[src/rtl/sysctrl_gen.sv]
// sysctrl_gen: core-independent MCU system-control slave.
// Decodes framed command bytes from the MCU link and owns the config
// register file, the latched/maskable interrupt controller, LED and RGB
// registers, button readback and the core-identification reply.
module sysctrl_gen #(
    parameter logic [7:0]             CORE_ID     = 8'h02,
    parameter logic [7:0]             CORE_VER    = 8'h01,
    parameter int                     NUM_LED     = 2,
    parameter int                     NUM_BTN     = 2,
    parameter int                     NUM_INT     = 8,
    parameter int                     CFG_SLOTS   = 16,
    parameter logic [8*CFG_SLOTS-1:0] CFG_DEFAULT = '0
) (
    input  logic                     clk,
    input  logic                     reset,
    input  logic                     data_in_strobe,
    input  logic                     data_in_start,
    input  logic [7:0]               data_in,
    output logic [7:0]               data_out,
    output logic                     int_out_n,
    input  logic [NUM_INT-1:0]       int_in,
    output logic [NUM_INT-1:0]       int_ack,
    input  logic [NUM_BTN-1:0]       buttons,
    output logic [NUM_LED-1:0]       leds,
    output logic [23:0]              color,
    output logic [8*CFG_SLOTS-1:0]   cfg_out,
    output logic                     cfg_wr,
    output logic [4:0]               cfg_idx
);

    // Colour bytes arrive LSB-first from the MCU side.
    function automatic logic [7:0] rev8(input logic [7:0] b);
        for (int i = 0; i < 8; i++) rev8[i] = b[7-i];
    endfunction

    logic [3:0]             state_q, state_d;
    logic [7:0]             cmd_q, cmd_d;
    logic [7:0]             id_q, id_d;
    logic [7:0]             dout_q, dout_d;
    logic [NUM_LED-1:0]     leds_q, leds_d;
    logic [23:0]            color_q, color_d;
    logic [NUM_INT-1:0]     ack_q, ack_d;
    logic [NUM_INT-1:0]     pend_q, pend_d;
    logic [NUM_INT-1:0]     mask_q, mask_d;
    logic                   int_n_q, int_n_d;
    logic                   wr_q, wr_d;
    logic [4:0]             idx_q, idx_d;
    logic [8*CFG_SLOTS-1:0] cfg_q, cfg_d;
    logic [NUM_BTN-1:0]     btn_s1_q, btn_s2_q;

    logic       proc;
    logic [7:0] slot;
    logic [NUM_INT-1:0] clr;

    // A non-start byte is only acted on inside an open frame.
    assign proc = data_in_strobe && !data_in_start && (state_q != 4'd0);
    assign slot = id_q - 8'h41;

    // Frame byte-position register.
    always_ff @(posedge clk) begin
        if (reset) state_q <= 4'd0;
        else       state_q <= state_d;
    end

    // Start byte opens a frame at position 1; position saturates at 15.
    always_comb begin
        state_d = state_q;
        if (data_in_strobe && data_in_start)  state_d = 4'd1;
        else if (proc && state_q != 4'd15)    state_d = state_q + 4'd1;
    end

    // Per-byte command decode: reply byte and register side effects.
    always_comb begin
        cmd_d   = cmd_q;
        id_d    = id_q;
        dout_d  = dout_q;
        leds_d  = leds_q;
        color_d = color_q;
        mask_d  = mask_q;
        idx_d   = idx_q;
        cfg_d   = cfg_q;
        ack_d   = '0;
        wr_d    = 1'b0;
        clr     = '0;
        if (data_in_strobe && data_in_start) cmd_d = data_in;
        if (proc) begin
            dout_d = 8'h00;
            case (cmd_q)
                8'd0: begin
                    case (state_q)
                        4'd1:    dout_d = 8'h5C;
                        4'd2:    dout_d = 8'h42;
                        4'd3:    dout_d = CORE_ID;
                        4'd4:    dout_d = CORE_VER;
                        default: dout_d = 8'h00;
                    endcase
                end
                8'd1: if (state_q == 4'd1) leds_d = data_in[NUM_LED-1:0];
                8'd2: begin
                    case (state_q)
                        4'd1:    color_d[15:8]  = rev8(data_in);
                        4'd2:    color_d[7:0]   = rev8(data_in);
                        4'd3:    color_d[23:16] = rev8(data_in);
                        default: ;
                    endcase
                end
                8'd3: dout_d = 8'(btn_s2_q);
                8'd4: begin
                    if (state_q == 4'd1) id_d = data_in;
                    if (state_q == 4'd2) begin
                        // Out-of-range IDs (including below "A", which wrap) match no slot.
                        for (int n = 0; n < CFG_SLOTS; n++) begin
                            if (slot == 8'(n)) begin
                                cfg_d[8*n +: 8] = data_in;
                                wr_d            = 1'b1;
                                idx_d           = slot[4:0];
                            end
                        end
                    end
                end
                8'd5: begin
                    dout_d = 8'(pend_q);
                    if (state_q == 4'd1) begin
                        ack_d = data_in[NUM_INT-1:0];
                        clr   = data_in[NUM_INT-1:0];
                    end
                end
                8'd6: begin
                    if (state_q == 4'd1) begin
                        dout_d = 8'(mask_q);
                        mask_d = data_in[NUM_INT-1:0];
                    end
                end
                8'd7: begin
                    if (state_q == 4'd1) id_d = data_in;
                    if (state_q == 4'd2) begin
                        for (int n = 0; n < CFG_SLOTS; n++)
                            if (slot == 8'(n)) dout_d = cfg_q[8*n +: 8];
                    end
                end
                default: ;
            endcase
        end
        // New events applied after the ack clear so a coincident event survives.
        pend_d  = (pend_q & ~clr) | int_in;
        int_n_d = ~|(pend_q & mask_q);
    end

    // Datapath registers and the two-flop button synchroniser.
    always_ff @(posedge clk) begin
        if (reset) begin
            cmd_q    <= 8'h00;
            id_q     <= 8'h00;
            dout_q   <= 8'h00;
            leds_q   <= '0;
            color_q  <= 24'h0;
            ack_q    <= '0;
            pend_q   <= '0;
            mask_q   <= '1;
            int_n_q  <= 1'b1;
            wr_q     <= 1'b0;
            idx_q    <= 5'd0;
            cfg_q    <= CFG_DEFAULT;
            btn_s1_q <= '0;
            btn_s2_q <= '0;
        end else begin
            cmd_q    <= cmd_d;
            id_q     <= id_d;
            dout_q   <= dout_d;
            leds_q   <= leds_d;
            color_q  <= color_d;
            ack_q    <= ack_d;
            pend_q   <= pend_d;
            mask_q   <= mask_d;
            int_n_q  <= int_n_d;
            wr_q     <= wr_d;
            idx_q    <= idx_d;
            cfg_q    <= cfg_d;
            btn_s1_q <= buttons;
            btn_s2_q <= btn_s1_q;
        end
    end

    assign data_out  = dout_q;
    assign int_out_n = int_n_q;
    assign int_ack   = ack_q;
    assign leds      = leds_q;
    assign color     = color_q;
    assign cfg_out   = cfg_q;
    assign cfg_wr    = wr_q;
    assign cfg_idx   = idx_q;

endmodule

[config.mk]
export PLATFORM = sky130hd
export DESIGN_NAME = sysctrl_gen
export DESIGN_NICKNAME = d
export VERILOG_FILES = /design/src/rtl/sysctrl_gen.sv
export SDC_FILE = /design/constraint.sdc
export NUM_CORES = 1
export LEC_CHECK = 0
export CAP_MARGIN = 25
export CORE_ASPECT_RATIO = 0.5
export CORE_MARGIN = 2
export CORE_UTILIZATION = 40
export DETAILED_ROUTE_END_ITERATION = 16
export DONT_BUFFER_PORTS = 1
export SYNTH_ARGS = -nofsm -noshare
export SYNTH_HDL_FRONTEND = slang
export SYNTH_SLANG_ARGS = --single-unit
[constraint.sdc]
create_clock -name clk -period 3.3 [get_ports clk]
set_input_delay 0.165 -clock clk [delete_from_list [all_inputs] [get_ports clk]]
set_output_delay 0.165 -clock clk [all_outputs]
set_load 0.01 [all_outputs]
Word level (Yosys, flattened, before mapping)
Cells that the tools add are included.
{"block": "word_totals", "output_inout_bits": 177, "register_bits": 217, "word_cells": 164}
{"block": "classes", "n_bitwise": 7, "n_reduce_logical": 38, "n_mux": 57, "eq_ne": 27, "addsub": 2}
{"operator": "2-to-1 mux 8 bit", "n": 21}
{"operator": "2-to-1 mux 5 bit", "n": 16}
{"operator": "AND reduction 4 bit", "n": 17}
{"operator": "== test 8 x 3 -> 1 bit, second input constant", "n": 8}
{"operator": "== test 8 x 4 -> 1 bit, second input constant", "n": 8}
{"operator": "one-hot mux 8 bit (5 select lines)", "n": 1}
{"operator": "== test 8 x 2 -> 1 bit, second input constant", "n": 4}
{"operator": "one-hot mux 7 bit (4 select lines)", "n": 1}
{"operator": "2-to-1 mux 1 bit", "n": 18}
{"operator": "AND reduction 3 bit", "n": 6}
{"operator": "bitwise AND 8 bit", "n": 2}
{"operator": "== test 8 x 1 -> 1 bit, second input constant", "n": 2}
{"operator": "logical NOT 8 bit", "n": 2}
{"operator": "nonzero test 16 bit", "n": 1}
{"operator": "== test 4 x 2 -> 1 bit, second input constant", "n": 2}
{"operator": "inverter 8 bit", "n": 1}
{"operator": "bitwise OR 8 bit", "n": 1}
{"operator": "OR reduction 8 bit", "n": 1}
{"operator": "subtractor 8 x 7 -> 8 bit, second input constant", "n": 1}
{"operator": "adder 4 x 1 -> 4 bit, second input constant", "n": 1}
{"operator": "== test 4 x 1 -> 1 bit, second input constant", "n": 1}
{"operator": "== test 4 x 3 -> 1 bit, second input constant", "n": 1}
{"operator": "logical AND 1 bit", "n": 4}
{"operator": "inequality test 4 bit, second input constant", "n": 1}
{"operator": "other kinds (6)", "n": 10}

Depth between registers and ports, before layout
{"block": "logic_depth", "ltp_word": 20, "ltp_mapped": 12, "ltp_nobuf": 9}

Worst setup path before layout
No wires, ideal clock.
{"block": "synth_path", "path_kind": "register to register", "startpoint": "register id_q[0]", "endpoint": "register dout_q[7], in the netlist data_out[7]", "slack_ns": 0.570, "n_path_buf": 2, "period_less_slack_ns": 2.730, "stages_incl_launch_ff": 12, "setup_ns": 0.079, "t_required_ns": 3.221, "arrival_ns": 2.651, "path_cell_list": "dfxtp_1 inv_1 ha_1 buf_4 nor3b_2 xnor2_1 o211ai_1 buf_4 nor2_2 a221oi_1 a211o_1 o211ai_1"}
{"block": "synth_between", "elab_chain_len": 20}
{"element": "start, declared", "line": "38", "source": "logic [7:0] id_q, id_d;"}
{"element": "start signal, assigned", "line": "168", "source": "id_q <= id_d;"}
{"element": "subtractor 8 x 7 -> 8 bit *", "line": "57", "source": "assign slot = id_q - 8'h41;"}
{"element": "named net slot[0]", "line": "52", "source": "logic [7:0] slot;"}
{"element": "logical NOT 8 bit", "line": "138", "source": "if (slot == 8'(n)) dout_d = cfg_q[8*n +: 8];"}
{"element": "2-to-1 mux 8 bit (15 in a row)", "line": "138"}
{"element": "2-to-1 mux 8 bit *", "line": "138"}
{"element": "2-to-1 mux 8 bit *", "line": "136", "source": "if (state_q == 4'd2) begin"}
{"element": "one-hot mux 8 bit (5 select lines) *", "line": "88", "source": "case (cmd_q)"}
{"element": "end signal, assigned", "line": "169", "source": "dout_q <= dout_d;"}
{"element": "end, declared", "line": "39", "source": "logic [7:0] dout_q, dout_d;"}
Mark *: on every way through the listed nets, which the timed path passes. The rest lies on a longest branch.
A chain may end at the register's enable or synchronous reset.

Worst setup path after layout
{"block": "layout_path", "startpoint": "register state_q[0]", "endpoint": "register pend_q[6]"}
{"block": "layout_between", "elab_chain_len": 7}
{"element": "start, declared", "line": "36", "source": "logic [3:0] state_q, state_d;"}
{"element": "start signal, assigned", "line": "62", "source": "else state_q <= state_d;"}
{"element": "== test 4 x 1 -> 1 bit", "line": "123", "source": "if (state_q == 4'd1) begin"}
{"element": "2-to-1 mux 8 bit", "line": "123"}
{"element": "2-to-1 mux 8 bit"}
{"element": "2-to-1 mux 8 bit *", "line": "86", "source": "if (proc) begin"}
{"element": "inverter 8 bit *", "line": "145", "source": "pend_d = (pend_q & ~clr) | int_in;"}
{"element": "bitwise AND 8 bit *", "line": "145"}
{"element": "bitwise OR 8 bit *", "line": "145"}
{"element": "end signal, assigned", "line": "173", "source": "pend_q <= pend_d;"}
{"element": "end, declared", "line": "43", "source": "logic [NUM_INT-1:0] pend_q, pend_d;"}
Every way passes the cells marked *; elsewhere a longest branch is shown, timed or not.

==> impl_metrics.env <==
export IMPL_fp_row_count=41
export IMPL_clock_latency_ns=0.53
export IMPL_fin_crit_ns=3.089
export IMPL_synth_edff_count=0
export IMPL_gp_congestion=0.9060
export IMPL_firstDrtPassIters=5
export IMPL_cp_common_cell="nand2_1"
export IMPL_io_buffers=0
export IMPL_cts_max_level=1
export IMPL_power_leakage_nw=3.970
export IMPL_wl_per_cell_um=24.33
export IMPL_synth_commonest_cells="nand2_1 (247), dfxtp_1 (217), a21oi_1 (161)"
export IMPL_end_kind="register"
export IMPL_cp_buffers_inverters=3
export IMPL_clk_pin_slew_ns=0.06
export IMPL_cp_required_ns=3.67
export IMPL_grt_start_max_net_pins=182
export IMPL_synth_area_top_cells="dfxtp_1 (42%), nand2_1 (9.0%), a21oi_1 (7.8%)"
export IMPL_grt_usage_pct=28.89
export IMPL_cpPeakStageDelay_ns=0.70
export IMPL_cts_sinks=217
export IMPL_clockBufferDepth=3
export IMPL_fmax_mhz=323.7
export IMPL_async_reset_ff_share_pct=0
export IMPL_crit_path_start_kind="register"
export IMPL_hpwlAfterDp_um=26910
export IMPL_synth_cell_types=86
export IMPL_core_um2=25240
export IMPL_first_iter_violations=1162
export IMPL_fin_crit_sh_pct=93.62
export IMPL_via_count=9848
export IMPL_synthToLayoutAreaGrowth_pct=16.68
export IMPL_seq_area_um2=4344
export IMPL_fp_dieH_um=117.5
export IMPL_yosys_area_top_type_share_pct=42.13
export IMPL_regToRegSetupSlack_ns=0.21
export IMPL_synth_seq_cells=217
export IMPL_cp_cell_sequence="inv_1 > ha_1 > a21boi_0 > buf_4 > nand2_1 > nor3_1 > nand2_1 > a21oi_1 > dlygate4sd3_1 > nor2_1"
export IMPL_outcome="completed"
export IMPL_cts_made_buffers=21
export IMPL_grt_ovfl_total=0
export IMPL_critPathKind="reg2reg"
export IMPL_drive_gt1_share_pct=8.799
export IMPL_grtUsageMet3_pct=7.437
export IMPL_multi_input_area_um2=5528
export IMPL_hold_path_depth=3
export IMPL_drv_slew=0
export IMPL_syn_inst=1266
export IMPL_reg2reg_depth=10
export IMPL_cap_viol_max_count=0
export IMPL_worst_slew_pin_slew_ns=0.9549
export IMPL_synth_area_um2=10310
export IMPL_start_util_pct=40.85
export IMPL_place_area_um2=10650
export IMPL_met2_usage_pct=45.08
export IMPL_setup_tns_ns=0
export IMPL_hold_class="in2reg"
export IMPL_worst_clock_skew_ns=0.009652
export IMPL_ys_warnings_count=0
export IMPL_setup_viol=0
export IMPL_fillers=2438
export IMPL_synth_area_per_cell_um2=8.145
export IMPL_viasPerCell=5.965
export IMPL_ys_seq_area_share_pct=42.13
export IMPL_fp_dieArea_um2=27160
export IMPL_hold_viol=0
export IMPL_fin_nets=1324
export IMPL_synth_main_ff_cell="dfxtp_1"
export IMPL_wirelength_um=40170
export IMPL_drtAntennaViolNets=0
export IMPL_num_antenna_cells=0
export IMPL_grt_pass1_wl_um=60090
export IMPL_antenna_found_initial=0
export IMPL_arrival_ns=3.46
export IMPL_instances_no_fill=1651
export IMPL_synth_largest_area_cell="dfxtp_1"
export IMPL_pwr_density_cell_nw_per_um2=438.3
export IMPL_cts_tree="built"
export IMPL_cp_num_cells=10
export IMPL_io_pins=199
export IMPL_use_met1_pct=39.47
export IMPL_crit_family="simple AND/OR/NAND/NOR gates"
export IMPL_syn_nets=1297
export IMPL_root_buffer="clkbuf_16"
export IMPL_post_route_drc_count=0
export IMPL_synth_most_common_cell="nand2_1"
export IMPL_first_global_vias=9243
export IMPL_placedCellCount=1554
export IMPL_critical_path_peak_fanout=8
export IMPL_slowest_stage="nor3_1"
export IMPL_ir_drop_v=0.0003448
export IMPL_rsz0062_at_grt="false"
export IMPL_max_slew_margin_pct=36.34
export IMPL_die_x_um=231.1
export IMPL_fin_area_um2=12030
export IMPL_top_usage_layer="met2"
-- what timing repair did --
| action | CTS | global route |
|---|---|---|
| resized for setup | 0 | 5 |
| hold buffers | 60 | 0 |
| endpoints found under the hold margin | 217 | 0 |
| setup buffers | 0 | 0 |
| setup endpoints to repair | 0 | 21 |
-- worst paths after layout --
check                                        startpoint                     end
worst max-delay path            state_q[0]$_SDFFE_PP0P_    pend_q[6]$_SDFF_PP0_
worst min-delay path                              reset   int_ack[3]$_SDFF_PP0_
worst max register to register  state_q[0]$_SDFFE_PP0P_    pend_q[6]$_SDFF_PP0_
worst min register to register   btn_s1_q[0]$_SDFF_PP0_  btn_s2_q[0]$_SDFF_PP0_
-- through the flow --
stage	hold WS [ns]	power, mW	util (%)	setup WS (ns)
2_1_floorplan	0.2824	2.826	-	0.5696
3_3_place_gp	0.2680	2.790	42.19	0.1698
3_5_place_dp	0.2670	2.792	42.19	0.1870
4_1_cts	0.007959	5.305	47.56	0.1292
5_1_grt	0.03893	5.437	47.67	0.02797
6_report	0.02501	5.274	47.67	0.2106
-- flip-flops by register name (all words and copies together), names as in the netlist --
register	flops
state_q	4
btn_s1_q	2
leds	2
int_out_n	1
cfg_idx	5
mask_q	8
id_q	8
cmd_q	8
btn_s2_q	2
int_ack	8
cfg_out	128
pend_q	8
data_out	8
cfg_wr	1
color	24
-- cell usage in the layout (no fill, tap or decap), types with 10 or more instances in the layout --
cell type and instances:
dfxtp_1 217, clkbuf_16 21, dlygate4sd3_1 51, nor2b_1 16, nor2_1 104, and2_1 16
a21oi_1 161, buf_4 32, nor3_1 19, nand3_1 54, nand2_1 247, buf_12 10
mux2i_1 59, a221oi_1 11, a211o_1 11, inv_1 25, and3_1 11, a22oi_1 10
o21ai_0 31, o211ai_1 14
-- where the power goes --
part,internal (mW),leakage (nW),switching [mW]
clock,1.32,0.325,1.07
combinational,0.0813,1.89,0.151
sequential,2.63,1.75,0.0189
-- metal layers --
| metal | up-vias | wire length, um | part of all wire, % |
|---|---|---|---|
| met1 | 4820 | 17250 | 43 |
| met5 | - | 0 | 0 |
| met4 | 0 | 1123 | 2.8 |
| li1 | 4527 | - | - |
| met2 | 433 | 18050 | 45 |
| met3 | 68 | 3749 | 9.3 |
-- layout make-up --
| cell class | instances | area share [%] |
|---|---|---|
| clock buffers | 29 | 4.867 |
| repair buffers | 94 | 8.132 |
| multi-input cells | 934 | 45.94 |
| well taps | 344 | 3.577 |
| inverters | 25 | 0.7800 |
| flip-flops and latches | 217 | 36.11 |
| clock inverters | 8 | 0.5928 |
-- kinds of logic (layout without fill, tap and decap cells) --
| logic type | count (synthesis) | after routing | share of synthesized area (%) |
|---|---|---|---|
| and+or+nand+nor | 526 | 526 | 23.89 |
| AOI/OAI and AO/OA | 334 | 334 | 22.01 |
| DFF | 217 | 217 | 42.13 |
| buffers and inverters | 115 | 156 | 4.562 |
| xor gates and xnor gates | 6 | 6 | 0.5825 |
| muxes | 59 | 59 | 5.727 |
| adders and majority gates | 9 | 9 | 1.092 |
-- worst register-to-register path, stage by stage, from the launching register on --
cell	delay, ns
dfxtp_1	0.39
inv_1	0.11
ha_1	0.24
a21boi_0	0.22
buf_4	0.19
nand2_1	0.12
nor3_1	0.70
nand2_1	0.16
a21oi_1	0.20
dlygate4sd3_1	0.58
nor2_1	0.04
Note: power is estimated with default switching activity, not from simulation.
